==> config.mk <==
export PLATFORM = sky130hd
export DESIGN_NAME = sdram_cmd_arbiter
export DESIGN_NICKNAME = d
export VERILOG_FILES = /design/src/rtl/sdram_arb_pkg.sv /design/src/rtl/rr_pick.sv /design/src/rtl/sdram_cmd_arbiter.sv
export SDC_FILE = /design/constraint.sdc
export NUM_CORES = 1
export LEC_CHECK = 0
export BUFFER_PORTS_ARGS = -buffer_cell sky130_fd_sc_hd__clkbuf_2
export CAP_MARGIN = 15
export CORE_MARGIN = 2
export CORE_UTILIZATION = 35
export CTS_CLUSTER_DIAMETER = 200
export CTS_CLUSTER_SIZE = 8
export DETAILED_ROUTE_END_ITERATION = 16
export PLACE_DENSITY_LB_ADDON = 0.25
export SYNTH_ARGS = -nofsm -noshare
export SYNTH_HDL_FRONTEND = slang
export SYNTH_SLANG_ARGS = --single-unit
==> constraint.sdc <==
create_clock -name clk -period 5.1 [get_ports clk]
set_input_delay 0.51 -clock clk [delete_from_list [all_inputs] [get_ports clk]]
set_output_delay 0.51 -clock clk [all_outputs]
set_load 0.1 [all_outputs]
==> src/rtl/sdram_arb_pkg.sv <==
// rtl/sdram_arb_pkg.sv - command codes, FSM states and burst-length helper for the SDRAM command arbiter
package sdram_arb_pkg;

    localparam logic [1:0] CMD_NOP   = 2'b00;
    localparam logic [1:0] CMD_WR256 = 2'b01;
    localparam logic [1:0] CMD_RD32  = 2'b10;
    localparam logic [1:0] CMD_RD256 = 2'b11;

    typedef enum logic [1:0] {IDLE, ISSUE, DATA} state_t;

    function automatic int burst_len(input logic [1:0] code, input int sburst, input int lburst);
        return (code == CMD_RD32) ? sburst : lburst;
    endfunction

endpackage

==> src/rtl/rr_pick.sv <==
// rtl/rr_pick.sv - combinational one-hot pick of the first eligible channel at or after a rotating pointer
module rr_pick #(
    parameter int NCH = 3,
    parameter int IW  = 2
) (
    input  logic [NCH-1:0] mask,
    input  logic [IW-1:0]  ptr,
    output logic [NCH-1:0] grant
);
    logic [NCH-1:0] rot;
    logic [NCH-1:0] first;

    // Rotate so the pointer sits at bit 0, isolate the lowest set bit, rotate back.
    always_comb begin
        rot   = NCH'({mask, mask} >> ptr);
        first = rot & (~rot + 1'b1);
        grant = NCH'(({first, first} << ptr) >> NCH);
    end

endmodule

==> src/rtl/sdram_cmd_arbiter.sv <==
// rtl/sdram_cmd_arbiter.sv - N-channel SDRAM command arbiter with burst data-valid routing
// Define ARB_ROUND_ROBIN_EN to serve channels 1..NCH-1 round-robin instead of fixed priority.
module sdram_cmd_arbiter
    import sdram_arb_pkg::*;
#(
    parameter int  NCH    = 3,
    parameter int  AW     = 23,
    parameter int  SBURST = 16,
    parameter int  LBURST = 128,
    localparam int IW     = (NCH > 1) ? $clog2(NCH) : 1
) (
    input  logic              clk,
    input  logic              rst,
    input  logic [NCH-1:0]    req,
    input  logic [2*NCH-1:0]  cmd,
    input  logic [AW*NCH-1:0] addr,
    output logic [NCH-1:0]    gnt,
    output logic [NCH-1:0]    rd_valid,
    output logic [NCH-1:0]    wr_valid,
    output logic [IW-1:0]     owner,
    output logic              busy,
    output logic              err,
    output logic [1:0]        sys_CMD,
    output logic [AW-1:0]     sys_ADDR,
    input  logic [1:0]        sys_cmd_ack,
    input  logic              sys_rd_data_valid,
    input  logic              sys_wr_data_valid
);
    localparam int CW = $clog2(LBURST) + 1;

    state_t         state;
    logic [1:0]     cur_cmd;
    logic [1:0]     prev_ack;
    logic [IW-1:0]  ptr;
    logic [CW-1:0]  count;
    logic [CW-1:0]  count_nxt;
    logic [CW-1:0]  burst_words;
    logic [NCH-1:0] elig;
    logic [NCH-1:0] rr_win;
    logic [NCH-1:0] win;
    logic [NCH-1:0] owner_oh;
    logic [IW-1:0]  win_idx;
    logic [1:0]     win_cmd;
    logic [AW-1:0]  win_addr;
    logic           ack_edge;
    logic           is_rd;
    logic           dir_valid;
    logic           wrong_valid;
    logic           any_valid;

    always_comb begin
        elig = '0;
        for (int i = 0; i < NCH; i++) begin
            elig[i] = req[i] && (cmd[2*i +: 2] != CMD_NOP);
        end
    end

    rr_pick #(.NCH(NCH), .IW(IW)) u_pick (
        .mask  (elig),
        .ptr   (ptr),
        .grant (rr_win)
    );

    // Channel 0 (video refill) pre-empts whatever the pointer would choose.
    always_comb begin
        win      = elig[0] ? NCH'(1) : rr_win;
        win_idx  = '0;
        win_cmd  = CMD_NOP;
        win_addr = '0;
        for (int i = 0; i < NCH; i++) begin
            if (win[i]) begin
                win_idx  = IW'(i);
                win_cmd  = cmd[2*i +: 2];
                win_addr = addr[AW*i +: AW];
            end
        end
    end

    assign ack_edge    = (prev_ack == CMD_NOP) && (sys_cmd_ack != CMD_NOP);
    assign is_rd       = (cur_cmd == CMD_RD32) || (cur_cmd == CMD_RD256);
    assign dir_valid   = is_rd ? sys_rd_data_valid : sys_wr_data_valid;
    assign wrong_valid = is_rd ? sys_wr_data_valid : sys_rd_data_valid;
    assign any_valid   = sys_rd_data_valid || sys_wr_data_valid;
    assign owner_oh    = NCH'(1) << owner;
    assign count_nxt   = count + 1'b1;
    assign burst_words = CW'(burst_len(cur_cmd, SBURST, LBURST));
    assign rd_valid    = (state == DATA && is_rd && sys_rd_data_valid) ? owner_oh : '0;
    assign wr_valid    = (state == DATA && !is_rd && sys_wr_data_valid) ? owner_oh : '0;

    always_ff @(posedge clk or negedge rst) begin
        if (!rst) begin
            state    <= IDLE;
            cur_cmd  <= CMD_NOP;
            prev_ack <= CMD_NOP;
            ptr      <= IW'(1);
            count    <= '0;
            gnt      <= '0;
            owner    <= '0;
            busy     <= 1'b0;
            err      <= 1'b0;
            sys_CMD  <= CMD_NOP;
            sys_ADDR <= '0;
        end else begin
            prev_ack <= sys_cmd_ack;
            gnt      <= '0;
            case (state)
                IDLE: begin
                    if (any_valid) err <= 1'b1;
                    if (|elig) begin
                        cur_cmd  <= win_cmd;
                        owner    <= win_idx;
                        sys_CMD  <= win_cmd;
                        sys_ADDR <= win_addr;
                        busy     <= 1'b1;
                        count    <= '0;
                        state    <= ISSUE;
                    end
                end
                ISSUE: begin
                    if (any_valid) err <= 1'b1;
                    if (ack_edge) begin
                        gnt     <= owner_oh;
                        sys_CMD <= CMD_NOP;
                        state   <= DATA;
                        // A mismatched ack is flagged, but the burst length stays the latched one.
                        if (sys_cmd_ack != cur_cmd) err <= 1'b1;
`ifdef ARB_ROUND_ROBIN_EN
                        if (owner != '0) ptr <= (owner == IW'(NCH-1)) ? IW'(1) : owner + 1'b1;
`endif
                    end
                end
                DATA: begin
                    if (wrong_valid) err <= 1'b1;
                    if (dir_valid) begin
                        count <= count_nxt;
                        if (count_nxt == burst_words) begin
                            state <= IDLE;
                            busy  <= 1'b0;
                        end
                    end
                end
                default: state <= IDLE;
            endcase
        end
    end

endmodule

# [Yosys cells after proc, flatten, opt, wreduce, memory -nomap -nowiden]
# Index checks and enable logic that the tools add are counted.
[totals] wordCells=91 reg_bits=46
[classes] n_shift=3 eq_ne=11 add_sub_neg=2 reduce_logical=27 bitwise_logic=2 n_mux=36
[ops] operator="$mux W23" count=3
[ops] operator="$mux W8" count=3
[ops] operator="$mux W2" count=10
[ops] operator="$pmux W8 S2" count=1
[ops] operator="$mux W3" count=5
[ops] operator="$reduce_bool A2 Y1" count=6
[ops] operator="$mux W1" count=10
[ops] operator="$add A8 B1 Y8 const B" count=1
[ops] operator="$eq A8 B8 Y1" count=1
[ops] operator="$logic_and A1 B1 Y1" count=8
[ops] operator="$ne A2 B2 Y1 const B" count=4
[ops] operator="$reduce_and A4 Y1" count=2
[ops] operator="$eq A2 B2 Y1 const B" count=3
[ops] operator="$pmux W2 S3" count=1
[ops] operator="$reduce_and A3 Y1" count=2
[ops] operator="$shl A6 B2 Y6" count=1
[ops] operator="$shr A6 B2 Y3" count=1
[ops] operator="$logic_not A2 Y1" count=2
[ops] operator="$pmux W2 S2" count=1
[ops] operator="$reduce_and A2 Y1" count=2
[ops] operator="$add A3 B1 Y3 const B" count=1
[ops] operator="$and A3 B3 Y3" count=1
[ops] operator="$not A3 Y3" count=1
[ops] operator="$pmux W1 S3" count=1
[ops] operator="other kinds (9)" count=10

# [Logic depth before layout (Yosys ltp)]
# Gate-level depths: netlist of the first run.
[logic_depth] ltp_word=13 depth_mapped=7 depth_no_buf=6

# [By module]
# Synthesis of the first run repeated with hierarchy kept, for this count alone.
[hier_totals] cells_unflattened=315 hier_area_um2=2625.0
[modules_own_cells] module="sdram_cmd_arbiter" n_inst=1 area_each_um2=2553.7 cells_per_inst=305
[modules_own_cells] module="rr_pick" n_inst=1 area_each_um2=71.3 cells_per_inst=10

# [Worst setup path before layout of the first run]
# No wires, ideal clock.
[synth_path] kind="register to output" start="reg state[0]" end="out wr_valid[0]" setup_slack_ps=1321 arrival_time_ps=3269 path_stages_with_launch=6 t_required_ps=4590 cell_sequence="dfrtp_1 > inv_1 > ha_1 > clkbuf_1 > inv_1 > nor3b_1"
[synth_between] elab_chain_cells=4
[synth_rtl] item="start, declared" line="sdram_cmd_arbiter.sv:31" rtl="state_t state;"
[synth_rtl] item="start signal, assigned" line="sdram_cmd_arbiter.sv:92" rtl="state <= IDLE;"
[synth_rtl] item="start signal, assigned" line="sdram_cmd_arbiter.sv:116" rtl="state <= ISSUE;"
[synth_rtl] item="start signal, assigned" line="sdram_cmd_arbiter.sv:124" rtl="state <= DATA;"
[synth_rtl] item="$eq A2 B2 Y1" line="sdram_cmd_arbiter.sv:88" rtl="assign wr_valid = (state == DATA && !is_rd && sys_wr_data_valid) ? owner_oh : '0;"
[synth_rtl] item="$logic_and A1 B1 Y1 (2 in a row)" line="sdram_cmd_arbiter.sv:88"
[synth_rtl] item="$mux W3" line="sdram_cmd_arbiter.sv:88"
[synth_rtl] item="end, declared" line="sdram_cmd_arbiter.sv:19" rtl="output logic [NCH-1:0] wr_valid,"
# Every way passes these cells.

# [Worst setup path in the final report of the first run]
# Ends and elaborated chain as after synthesis.

==> load_flow_metrics.sql, run 1 <==
INSERT INTO impl_metrics (metric_group, metric, value, unit) VALUES
('outcome', 'status', 'complete, no violations', ''),
('placement', 'post-place-ws', '2760', 'ps'),
('floorplan', 'floorplan.rows', '28', ''),
('synthesis', 'synth_top_family_by_area', 'multiplexers', ''),
('setup_path', 'arrival_time_of_data_at_the_critical_path_endpoint', '2170', 'ps'),
('synthesis', 'syn_avg_cell_area', '11.9', 'sq um'),
('clocking', 'clock_tree.root_cell', 'clkbuf_8', ''),
('clocking', 'holdBufCountCts', '0', ''),
('floorplan', 'dieWidth', '81.7', 'um'),
('hold_path', 'holdCritPathClass', 'primary input to async pin', ''),
('synthesis', 'synth.area.mux_share', '0.143', ''),
('setup_path', 'ff2ff_path_depth', '5', ''),
('global_route', 'first_pass_grt_wire_length', '7.20', 'mm'),
('clocking', 'clk_pin_slew', '80', 'ps'),
('synthesis', 'synth_enable_flop_cells', '0', ''),
('sta', 'tns', '0', 'ps'),
('synthesis', 'share_of_the_synthesized_area_in_compound_gates_ao_oa_aoi_oai', '0.136', ''),
('sta', 'max_clock_freq', '0.373', 'GHz'),
('detailed_routing', 'route.vias.total', '1626', ''),
('clocking', 'clk_latency', '300', 'ps'),
('setup_path', 'ff2ff_setup_slack', '2840', 'ps'),
('floorplan', 'initial_core_util', '0.359', ''),
('global_route', 'largest_net_degree_at_the_start_of_global_routing', '43', ''),
('setup_path', 'worstReg2RegEnd', 'sys_ADDR[3]', ''),
('synthesis', 'synth.cell_area', '2110', 'sq um'),
('flow_run', 'drv.max_cap_violation_count', '0', ''),
('floorplan', 'top_level_ports', '122', ''),
('global_route', 'total_global_route_track_usage', '0.140', ''),
('synthesis', 'ys_async_sr_fraction', '1.00', ''),
('clocking', 'post-cts-setup-buffer-count', '0', ''),
('synthesis', 'post_synth_most_frequent_cells', 'dfrtp_1 (42), mux2_1 (17), nand2_1 (12)', ''),
('synthesis', 'synth-simple-area-share', '0.128', ''),
('synthesis', 'ys.flop_type', 'dfrtp_1', ''),
('clocking', 'clockBufferDepth', '2', ''),
('sta', 'final.setup.worst_slack', '2420', 'ps'),
('sta', 'finalHoldViolations', '0', ''),
('synthesis', 'synth-seq-cells', '42', ''),
('cells_and_area', 'syn_to_final_growth', '22.8', '%'),
('setup_path', 'worst_setup_end_kind', 'output port', ''),
('detailed_routing', 'drtIter0Drc', '86', ''),
('cells_and_area', 'layout.nets', '336', ''),
('clocking', 'tritoncts_clock_tree', 'done', ''),
('setup_path', 'critical_path.max_fanout', '13', ''),
('floorplan', 'fp.dieH', '81.7', 'um'),
('synthesis', 'synth-warning-count', '2', ''),
('detailed_routing', 'vias_per_cell', '5.03', ''),
('clocking', 'post_cts_resized', '0', ''),
('synthesis', 'yosys-top-cells-area', 'dfrtp_1 (50%), mux2_1 (9.1%), mux2_2 (4.3%)', ''),
('placement', 'finalWeightedCongestion', '0.755', ''),
('placement', 'buffer_ports.inserted', '67', ''),
('synthesis', 'synthXorXnorAreaFrac', '0.0124', ''),
('synthesis', 'synth_sequential_area_ratio', '0.497', ''),
('synthesis', 'synth-adder-area-share', '0.0296', ''),
('sta', 'timing.final.max_slew_violations', '0', ''),
('sta', 'post-route-period-util', '0.526', ''),
('global_route', 'grt_antenna_before_repair', '0', ''),
('sta', 'relSlewSlack', '0.366', ''),
('setup_path', 'setup.worst_path.class', 'register to output port', ''),
('synthesis', 'post-synth-top-area-cell', 'dfrtp_1', ''),
('cells_and_area', 'post_route_cells_drive_above_1_share', '0.379', ''),
('synthesis', 'netlist.area_leader.share', '0.497', ''),
('setup_path', 'critPathRequiredTime', '4590', 'ps'),
('detailed_routing', 'detail_route.drc_violations', '0', ''),
('clocking', 'h-tree-depth', '2', ''),
('detailed_routing', 'detailed_route_wl', '4.35', 'mm'),
('sta', 'fin_crit', '2680', 'ps'),
('synthesis', 'syn-instance-count', '177', ''),
('detailed_routing', 'antenna_left', '0', ''),
('synthesis', 'synth_cell_types', '46', ''),
('sta', 'fin_skew', '7.29', 'ps'),
('sta', 'setup_viol', '0', '');
[kinds of logic (layout without fill, tap and decap cells)]
family | count (synthesis) | in the layout
adders and majority gates | 5 | 5
other | 1 | 8
buffers and inverters | 18 | 82
DFF | 42 | 42
and+or+nand+nor | 44 | 44
AOI/OAI and AO/OA | 37 | 37
muxes | 27 | 27
xor gates and xnor gates | 3 | 3
[critical path, cell delays in order, from the launching register on]
cell	delay [ps]
dfrtp_1	430
inv_1	130
ha_1	420
inv_1	180
nor3b_1	220
clkbuf_2	490
[metal layers]
metal | vias to the layer above | wire length (um) | GRT usage
met5 | - | 0 | 0
met4 | 0 | 51 | 0.0400
met3 | 7 | 373 | 0.0516
met2 | 57 | 1990 | 0.223
met1 | 783 | 1940 | 0.177
li1 | 779 | - | -
[cell usage in the layout (no fill, tap or decap), types with 5 or more instances in the layout]
cell type / netlist / layout
clkbuf_2: 0 / 67
clkbuf_8: 1 / 6
conb_1: 1 / 8
dfrtp_1: 42 / 42
ha_1: 5 / 5
inv_1: 5 / 5
mux2_1: 17 / 17
mux2_2: 8 / 8
nand2_1: 12 / 12
nand3_1: 5 / 5
nand4_1: 5 / 5
o21ai_0: 7 / 7
o21ai_1: 6 / 6
[state kept, by name, summed over array words and instances, names as in the netlist]
name / count
sys_ADDR: 23
sys_CMD: 2
cur_cmd: 2
count: 8
busy: 1
err: 1
gnt: 1
state: 2
prev_ack: 2
[metrics by stage]
step	cell area [sq um]	std cells	utilization	hold WS, ps
after floorplan	2140	184	-	214
after global placement	2480	314	0.422	442
after detailed placement	2480	314	0.422	457
after CTS	2580	322	0.438	347
after global routing	2600	323	0.441	45.1
final	2600	323	0.441	42.0
[area by class of cell]
| type | count | area, sq um | area share |
|---|---|---|---|
| Sequential cell | 42 | 1050 | 0.405 |
| Inverter | 6 | 22.5 | 0.00867 |
| Multi-Input combinational cell | 124 | 980 | 0.377 |
| Tap cell | 75 | 93.8 | 0.0361 |
| Clock buffer | 6 | 82.6 | 0.0318 |
| Clock inverter | 2 | 12.5 | 0.00482 |
| Timing Repair Buffer | 68 | 355 | 0.137 |
[how the worst max path moves through the flow]
stage,end,cells after the start,from,slack (ps)
finish,wr_valid[0],5,state[0],2420
global route,wr_valid[0],5,state[0],2260
CTS,wr_valid[0],5,state[0],2410
detailed placement,wr_valid[0],5,state[0],2760
global placement,wr_valid[0],5,state[0],2750
floorplan,wr_valid[0],5,state[0],1320
Power of run 1 is left out: the tool's default activity adds up to more than one toggle a clock period on the data nets, which glitch-free logic cannot reach.
==> run 2: changes to the inputs <==
--- a/config.mk
+++ b/config.mk
@@ -5,6 +5,7 @@
 export SDC_FILE = /design/constraint.sdc
 export NUM_CORES = 1
 export LEC_CHECK = 0
+export ABC_AREA = 1
 export BUFFER_PORTS_ARGS = -buffer_cell sky130_fd_sc_hd__clkbuf_2
 export CAP_MARGIN = 15
 export CORE_MARGIN = 2
==> constraint.sdc (replaced) <==
create_clock -name clk -period 2.7 [get_ports clk]
set_input_delay 0.27 -clock clk [delete_from_list [all_inputs] [get_ports clk]]
set_output_delay 0.27 -clock clk [all_outputs]
set_load 0.1 [all_outputs]
==> run 2 against run 1 <==
Net effect: first-iteration DRC count shrank 42%; non-clock buffer count grew 2; via count grew 12%; cell count grew 24%; area after synthesis shrank 1.6%; largest cell class unchanged; worst setup slack lost 1800 ps; wire length grew 2.6%; critical path depth is the same; worst hold slack gained 87 ps; register-to-register slack lost 1800 ps; sequential cell count is the same; critical path type unchanged.
==> load_flow_metrics.sql, run 2 <==
INSERT INTO impl_metrics (metric_group, metric, value, unit) VALUES
('outcome', 'status', 'complete, no violations', ''),
('sta', 'tns', '0', 'ps'),
('detailed_routing', 'detail_route.drc_violations', '0', ''),
('clocking', 'clock_tree.root_cell', 'clkbuf_8', ''),
('setup_path', 'worst_setup_end_kind', 'output port', ''),
('cells_and_area', 'largestRegisters', 'sys_ADDR (23), count (8)', ''),
('floorplan', 'placeableCoreArea', '5820', 'sq um'),
('synthesis', 'netlist.area_leader.share', '0.505', ''),
('clocking', 'cts.sinks', '42', ''),
('synthesis', 'post_synth_most_frequent_cells', 'nand2_1 (109), dfrtp_1 (42), inv_1 (17)', ''),
('clocking', 'tritoncts_clock_tree', 'done', ''),
('sta', 'finalHoldViolations', '0', ''),
('cells_and_area', 'syn_to_final_growth', '24.5', '%'),
('clocking', 'post-cts-setup-buffer-count', '0', ''),
('setup_path', 'critPathRequiredTime', '2430', 'ps'),
('setup_path', 'worst_setup_path_start_kind', 'register', ''),
('global_route', 'grt_antenna_before_repair', '0', ''),
('sta', 'rsz0062_at_grt', 'false', ''),
('sta', 'post-route-period-util', '0.771', ''),
('global_route', 'largest_net_degree_at_the_start_of_global_routing', '43', ''),
('sta', 'fin_skew', '5.61', 'ps'),
('detailed_routing', 'route.vias.total', '1821', ''),
('setup_path', 'critical_path.max_fanout', '7', ''),
('synthesis', 'yosys-top-cells-area', 'dfrtp_1 (51%), nand2_1 (20%), buf_4 (3.2%)', ''),
('setup_path', 'arrival_time_of_data_at_the_critical_path_endpoint', '1810', 'ps'),
('floorplan', 'initial_core_util', '0.358', ''),
('synthesis', 'synth_enable_flop_cells', '0', ''),
('cells_and_area', 'layout.nets', '413', ''),
('sta', 'setup_viol', '0', ''),
('cells_and_area', 'diodes', '0', ''),
('hold_path', 'holdCritPathClass', 'primary input to register', ''),
('synthesis', 'synth_cell_types', '30', ''),
('floorplan', 'floorplan.rows', '28', ''),
('synthesis', 'synthMostInstantiatedCell', 'nand2_1', ''),
('sta', 'relSlewSlack', '0.507', ''),
('global_route', 'total_global_route_track_usage', '0.141', ''),
('placement', 'buffer_ports.inserted', '67', ''),
('detailed_routing', 'drtIter0Drc', '50', ''),
('flow_run', 'drv.max_cap_violation_count', '0', ''),
('detailed_routing', 'vias_per_cell', '4.55', ''),
('floorplan', 'fp.dieH', '81.1', 'um'),
('detailed_routing', 'wire_per_inst', '11.2', 'um'),
('setup_path', 'setup.worst_path.class', 'register to output port', ''),
('cells_and_area', 'final_cell_mix', 'nand2_1 (109), clkbuf_2 (67), dfrtp_1 (42)', ''),
('clocking', 'clockBufferDepth', '2', ''),
('synthesis', 'post-synth-top-area-cell', 'dfrtp_1', ''),
('cells_and_area', 'n_fill_cell', '619', ''),
('sta', 'fin_crit', '2080', 'ps'),
('sta', 'transition_time_at_the_pin_with_the_least_slew_margin', '738', 'ps'),
('synthesis', 'syn_avg_cell_area', '8.19', 'sq um'),
('synthesis', 'synth.cell_area', '2080', 'sq um'),
('clocking', 'clk_pin_slew', '80', 'ps'),
('clocking', 'h-tree-depth', '2', ''),
('synthesis', 'syn-instance-count', '254', ''),
('global_route', 'first_pass_grt_wire_length', '7.13', 'mm'),
('sta', 'max_clock_freq', '0.480', 'GHz'),
('clocking', 'numCtsBuffers', '5', ''),
('cells_and_area', 'max_flop_register', 'sys_ADDR', ''),
('synthesis', 'ys_async_sr_fraction', '1.00', ''),
('detailed_routing', 'detailed_route_wl', '4.46', 'mm'),
('cells_and_area', 'largest_register_ffs', '23', ''),
('global_route', 'number_of_global_route_vias_before_repair', '1624', ''),
('floorplan', 'top_level_ports', '122', ''),
('synthesis', 'synth-seq-cells', '42', ''),
('cells_and_area', 'post_route_cells_drive_above_1_share', '0.286', ''),
('clocking', 'clk_latency', '290', 'ps'),
('cells_and_area', 'commonest_non_fill_non_tap_cell_in_the_layout', 'nand2_1', ''),
('sta', 'timing.final.max_slew_violations', '0', ''),
('detailed_routing', 'detail_route.first_pass.iterations', '4', ''),
('floorplan', 'dieArea', '6580', 'sq um'),
('placement', 'place.detailed.hpwl', '3.26', 'mm'),
('detailed_routing', 'antenna_left', '0', ''),
('placement', 'finalWeightedCongestion', '0.815', ''),
('global_route', 'grt_overflow_total', '0', ''),
('floorplan', 'dieWidth', '81.1', 'um'),
('synthesis', 'synth-warning-count', '2', ''),
('synthesis', 'ys.flop_type', 'dfrtp_1', ''),
('synthesis', 'synth_sequential_area_ratio', '0.505', '');
run 2: cell types whose count changed in the layout (fill, tap and decap cells not counted), moves of 3 or more:
cell,delta
nand2_1,+97
mux2_1,-17
inv_1,+12
mux2_2,-8
nor2_1,+7
o21ai_1,-6
and3_1,-4
nand2_2,+4
nor2_2,+4
o22ai_1,+4
nand4_1,-3
o211ai_1,-3
o21ai_0,+3
run 2: worst max-delay path, stage by stage, from the launching register on:
cell,delay (ps)
dfrtp_1,430
inv_1,100
ha_1,200
inv_1,140
nor3_2,170
clkbuf_2,480
run 2: logic make-up (layout without fill, tap and decap cells):
| group | Yosys count | in the layout | synth area share |
|---|---|---|---|
| AND/OR/NAND/NOR | 145 | 145 | 0.295 |
| flip-flops | 42 | 42 | 0.505 |
| buffers and inverters | 33 | 97 | 0.0818 |
| AO/OA/AOI/OAI | 24 | 24 | 0.0692 |
| adder cells (fa/ha/maj) | 5 | 5 | 0.0301 |
| XOR/XNOR | 4 | 4 | 0.0168 |
| other | 1 | 8 | 0.00180 |
run 2: final cells by class:
class / count / area (sq um) / area share
sequential: 42 / 1050 / 0.406
clock buffer: 6 / 72.6 / 0.0280
tap: 75 / 93.8 / 0.0362
inverter: 19 / 71.3 / 0.0275
timing repair buffer: 70 / 373 / 0.144
multi-input combinational: 186 / 891 / 0.344
clock inverter: 2 / 37.5 / 0.0145
run 2: layer usage:
layer  share of wire  global-route usage  up-vias
met3           0.082              0.0478        5
li1                -                   -      914
met4          0.0085              0.0407        0
met1            0.46               0.184      839
met2            0.45               0.222       63
met5               0                   0        -
run 2: stage by stage:
stage / cells / area (sq um) / utilization / hold WS, ps / worst slack, ps
6_report: 400 / 2590 / 0.445 / 129 / 618
5_1_grt: 400 / 2590 / 0.445 / 112 / 548
4_1_cts: 398 / 2560 / 0.440 / 118 / 604
3_5_place_dp: 390 / 2450 / 0.421 / 428 / 939
3_3_place_gp: 390 / 2450 / 0.421 / 429 / 937
2_1_floorplan: 261 / 2110 / - / -25.6 / 372
run 2: repair_timing:
action | CTS | global route
endpoints found under the hold margin | 0 | 14
hold buffers | 0 | 1
resized for setup | 0 | 0
run 2: path summary, 6_finish.rpt:
check	from	cells after the start	endpoint	slack (ps)
max in group asynchronous	rst	3	sys_ADDR[11]	1780
worst min-delay path	sys_cmd_ack[0]	1	prev_ack[0]	130
worst max-delay path	state[0]	5	wr_valid[0]	620
worst max register to register	count[1]	11	state[0]	1000
min in group asynchronous	rst	2	gnt[0]	440
worst min register to register	prev_ack[0]	1	gnt[0]	460
Power of run 2 is left out for the same reason.
==> run 3: changes to the inputs <==
==> constraint.sdc (replaced) <==
create_clock -name clk -period 1.7 [get_ports clk]
set_input_delay 0.17 -clock clk [delete_from_list [all_inputs] [get_ports clk]]
set_output_delay 0.17 -clock clk [all_outputs]
set_load 0.1 [all_outputs]
==> run 3 against run 2 <==
Net effect: cell count up 2.3%; die area unchanged; core utilization up 2.4 points; wire length down 1.7%; global-route usage up 0.22 points; count of clock-buffer cells in the layout unchanged; non-clock buffer count up 9; via count down 0.22%; design area up 5.3%; critical path depth unchanged; worst setup slack worse by 510 ps; clock skew down 3.2 ps; largest cell class unchanged; highest routed layer unchanged.
==> load_flow_metrics.sql, run 3 (synthesized netlist as in run 2, its figures left out) <==
INSERT INTO impl_metrics (metric_group, metric, value, unit) VALUES
('setup_path', 'setup.worst_path.class', 'register to output port', ''),
('sta', 'finalHoldViolations', '0', ''),
('detailed_routing', 'wl_met1', '2.12', 'mm'),
('flow_run', 'drv.max_cap_violation_count', '0', ''),
('detailed_routing', 'detail_route.first_pass.iterations', '4', ''),
('cells_and_area', 'layout.nets', '422', ''),
('detailed_routing', 'antenna_left', '0', ''),
('floorplan', 'initial_core_util', '0.358', ''),
('setup_path', 'arrival_time_of_data_at_the_critical_path_endpoint', '1420', 'ps'),
('cells_and_area', 'largest_register_ffs', '23', ''),
('setup_path', 'r2r_startpoint', 'count[0]', ''),
('sta', 'setup_viol', '0', ''),
('cells_and_area', 'diodes', '0', ''),
('setup_path', 'worst_setup_path_start_kind', 'register', ''),
('detailed_routing', 'drtIter0Drc', '53', ''),
('detailed_routing', 'route.vias.total', '1817', ''),
('cells_and_area', 'max_flop_register', 'sys_ADDR', ''),
('detailed_routing', 'detail_route.drc_violations', '0', ''),
('hold_path', 'min_from', 'sys_cmd_ack[1]', ''),
('floorplan', 'dieWidth', '81.1', 'um'),
('placement', 'finalWeightedCongestion', '0.765', ''),
('detailed_routing', 'wire_per_inst', '10.7', 'um'),
('global_route', 'grt_antenna_before_repair', '0', ''),
('global_route', 'first_pass_grt_wire_length', '7.27', 'mm'),
('placement', 'buffer_ports.inserted', '67', ''),
('hold_path', 'holdCritPathClass', 'primary input to register', ''),
('floorplan', 'top_level_ports', '122', ''),
('floorplan', 'fp.dieH', '81.1', 'um'),
('sta', 'fin_skew', '2.42', 'ps'),
('floorplan', 'floorplan.rows', '28', ''),
('setup_path', 'critPathRequiredTime', '1530', 'ps'),
('clocking', 'clockBufferDepth', '2', ''),
('cells_and_area', 'utilization', '0.469', ''),
('global_route', 'number_of_global_route_vias_before_repair', '1653', ''),
('placement', 'place.detailed.hpwl', '3.30', 'mm'),
('cells_and_area', 'largestRegisters', 'sys_ADDR (23), count (8)', ''),
('clocking', 'clock_tree.root_cell', 'clkbuf_8', ''),
('cells_and_area', 'final_cell_mix', 'nand2_1 (109), clkbuf_2 (65), dfrtp_1 (41)', ''),
('cells_and_area', 'syn_to_final_growth', '31.1', '%'),
('outcome', 'status', 'complete, no violations', ''),
('setup_path', 'worstReg2RegEnd', 'state[1]', ''),
('detailed_routing', 'vias_per_cell', '4.44', ''),
('detailed_routing', 'route.met2.wl', '1.99', 'mm'),
('sta', 'fin_crit', '1590', 'ps'),
('sta', 'max_clock_freq', '0.627', 'GHz'),
('cells_and_area', 'commonest_non_fill_non_tap_cell_in_the_layout', 'nand2_1', ''),
('clocking', 'clk_latency', '280', 'ps'),
('detailed_routing', 'met3WireLength', '226', 'um'),
('setup_path', 'ff2ff_setup_slack', '140', 'ps'),
('clocking', 'tritoncts_clock_tree', 'done', ''),
('sta', 'relSlewSlack', '0.636', ''),
('sta', 'post-route-period-util', '0.938', ''),
('detailed_routing', 'detailed_route_wl', '4.39', 'mm'),
('floorplan', 'placeableCoreArea', '5820', 'sq um'),
('clocking', 'h-tree-depth', '2', ''),
('global_route', 'grt_overflow_total', '0', ''),
('sta', 'rsz0062_at_grt', 'false', ''),
('setup_path', 'worst_setup_end_kind', 'output port', ''),
('clocking', 'cts.sinks', '42', ''),
('clocking', 'clk_pin_slew', '80', 'ps'),
('hold_path', 'whs_endpoint', 'prev_ack[1]', ''),
('setup_path', 'ff2ff_path_depth', '11', ''),
('global_route', 'largest_net_degree_at_the_start_of_global_routing', '28', ''),
('floorplan', 'dieArea', '6580', 'sq um'),
('sta', 'transition_time_at_the_pin_with_the_least_slew_margin', '548', 'ps'),
('hold_path', 'min_path_cells', '1', ''),
('detailed_routing', 'topRoutingLayerUsed', 'met4', ''),
('clocking', 'numCtsBuffers', '5', ''),
('cells_and_area', 'post_route_cells_drive_above_1_share', '0.326', ''),
('global_route', 'total_global_route_track_usage', '0.143', ''),
('sta', 'timing.final.max_slew_violations', '0', ''),
('setup_path', 'critical_path.max_fanout', '7', '');
-- run 3: critical path, cell delays in order, from the launching register on --
cell and delay (ps):
dfrtp_1 390, inv_2 90, ha_4 150, inv_2 90, nor3_4 220, buf_12 200
-- run 3: final cells by class --
type                       instances  area, sq um
timing repair buffer              79          470
tap                               75         93.8
multi-input combinational        186          930
fill                             603         3090
inverter                          19         71.3
clock inverter                     2         37.5
clock buffer                       6         72.6
sequential                        42         1050
-- run 3: worst max-delay path by stage --
stage | depth (start not counted) | startpoint | slack, ps | endpoint
CTS | 5 | state[0] | 20 | wr_valid[0]
finish | 5 | state[0] | 110 | wr_valid[0]
detailed placement | 11 | count[0] | 70 | state[1]
global placement | 11 | count[0] | 80 | state[1]
global route | 12 | count[1] | 10 | state[1]
floorplan | 4 | state[0] | -90 | wr_valid[0]
-- run 3: timing repair --
action | CTS | global route
resized for setup | 2 | 6
pin swaps | 1 | 2
cloned | 0 | 0
hold buffers | 1 | 0
endpoints found under the setup margin | 2 | 3
endpoints found under the hold margin | 16 | 0
setup buffers | 0 | 2
-- run 3: per-stage QoR --
stage	hold WS [ps]	area [sq um]	worst slack, ps	setup TNS, ps	std cells
floorplan	-126	2130	-90.5	-90.5	261
global placement	153	2570	79.4	0	398
detailed placement	155	2570	72.4	0	398
CTS	16.3	2690	24.7	0	407
global route	16.5	2730	10.1	0	409
finish	28.5	2730	105	0	409
-- run 3: layer usage --
layer  vias to the layer above  global-route usage
li1                        933                   -
met2                        47               0.227
met4                         0              0.0356
met1                       833               0.198
met5                         -                   0
met3                         4              0.0333
Power of run 3 is left out for the same reason.
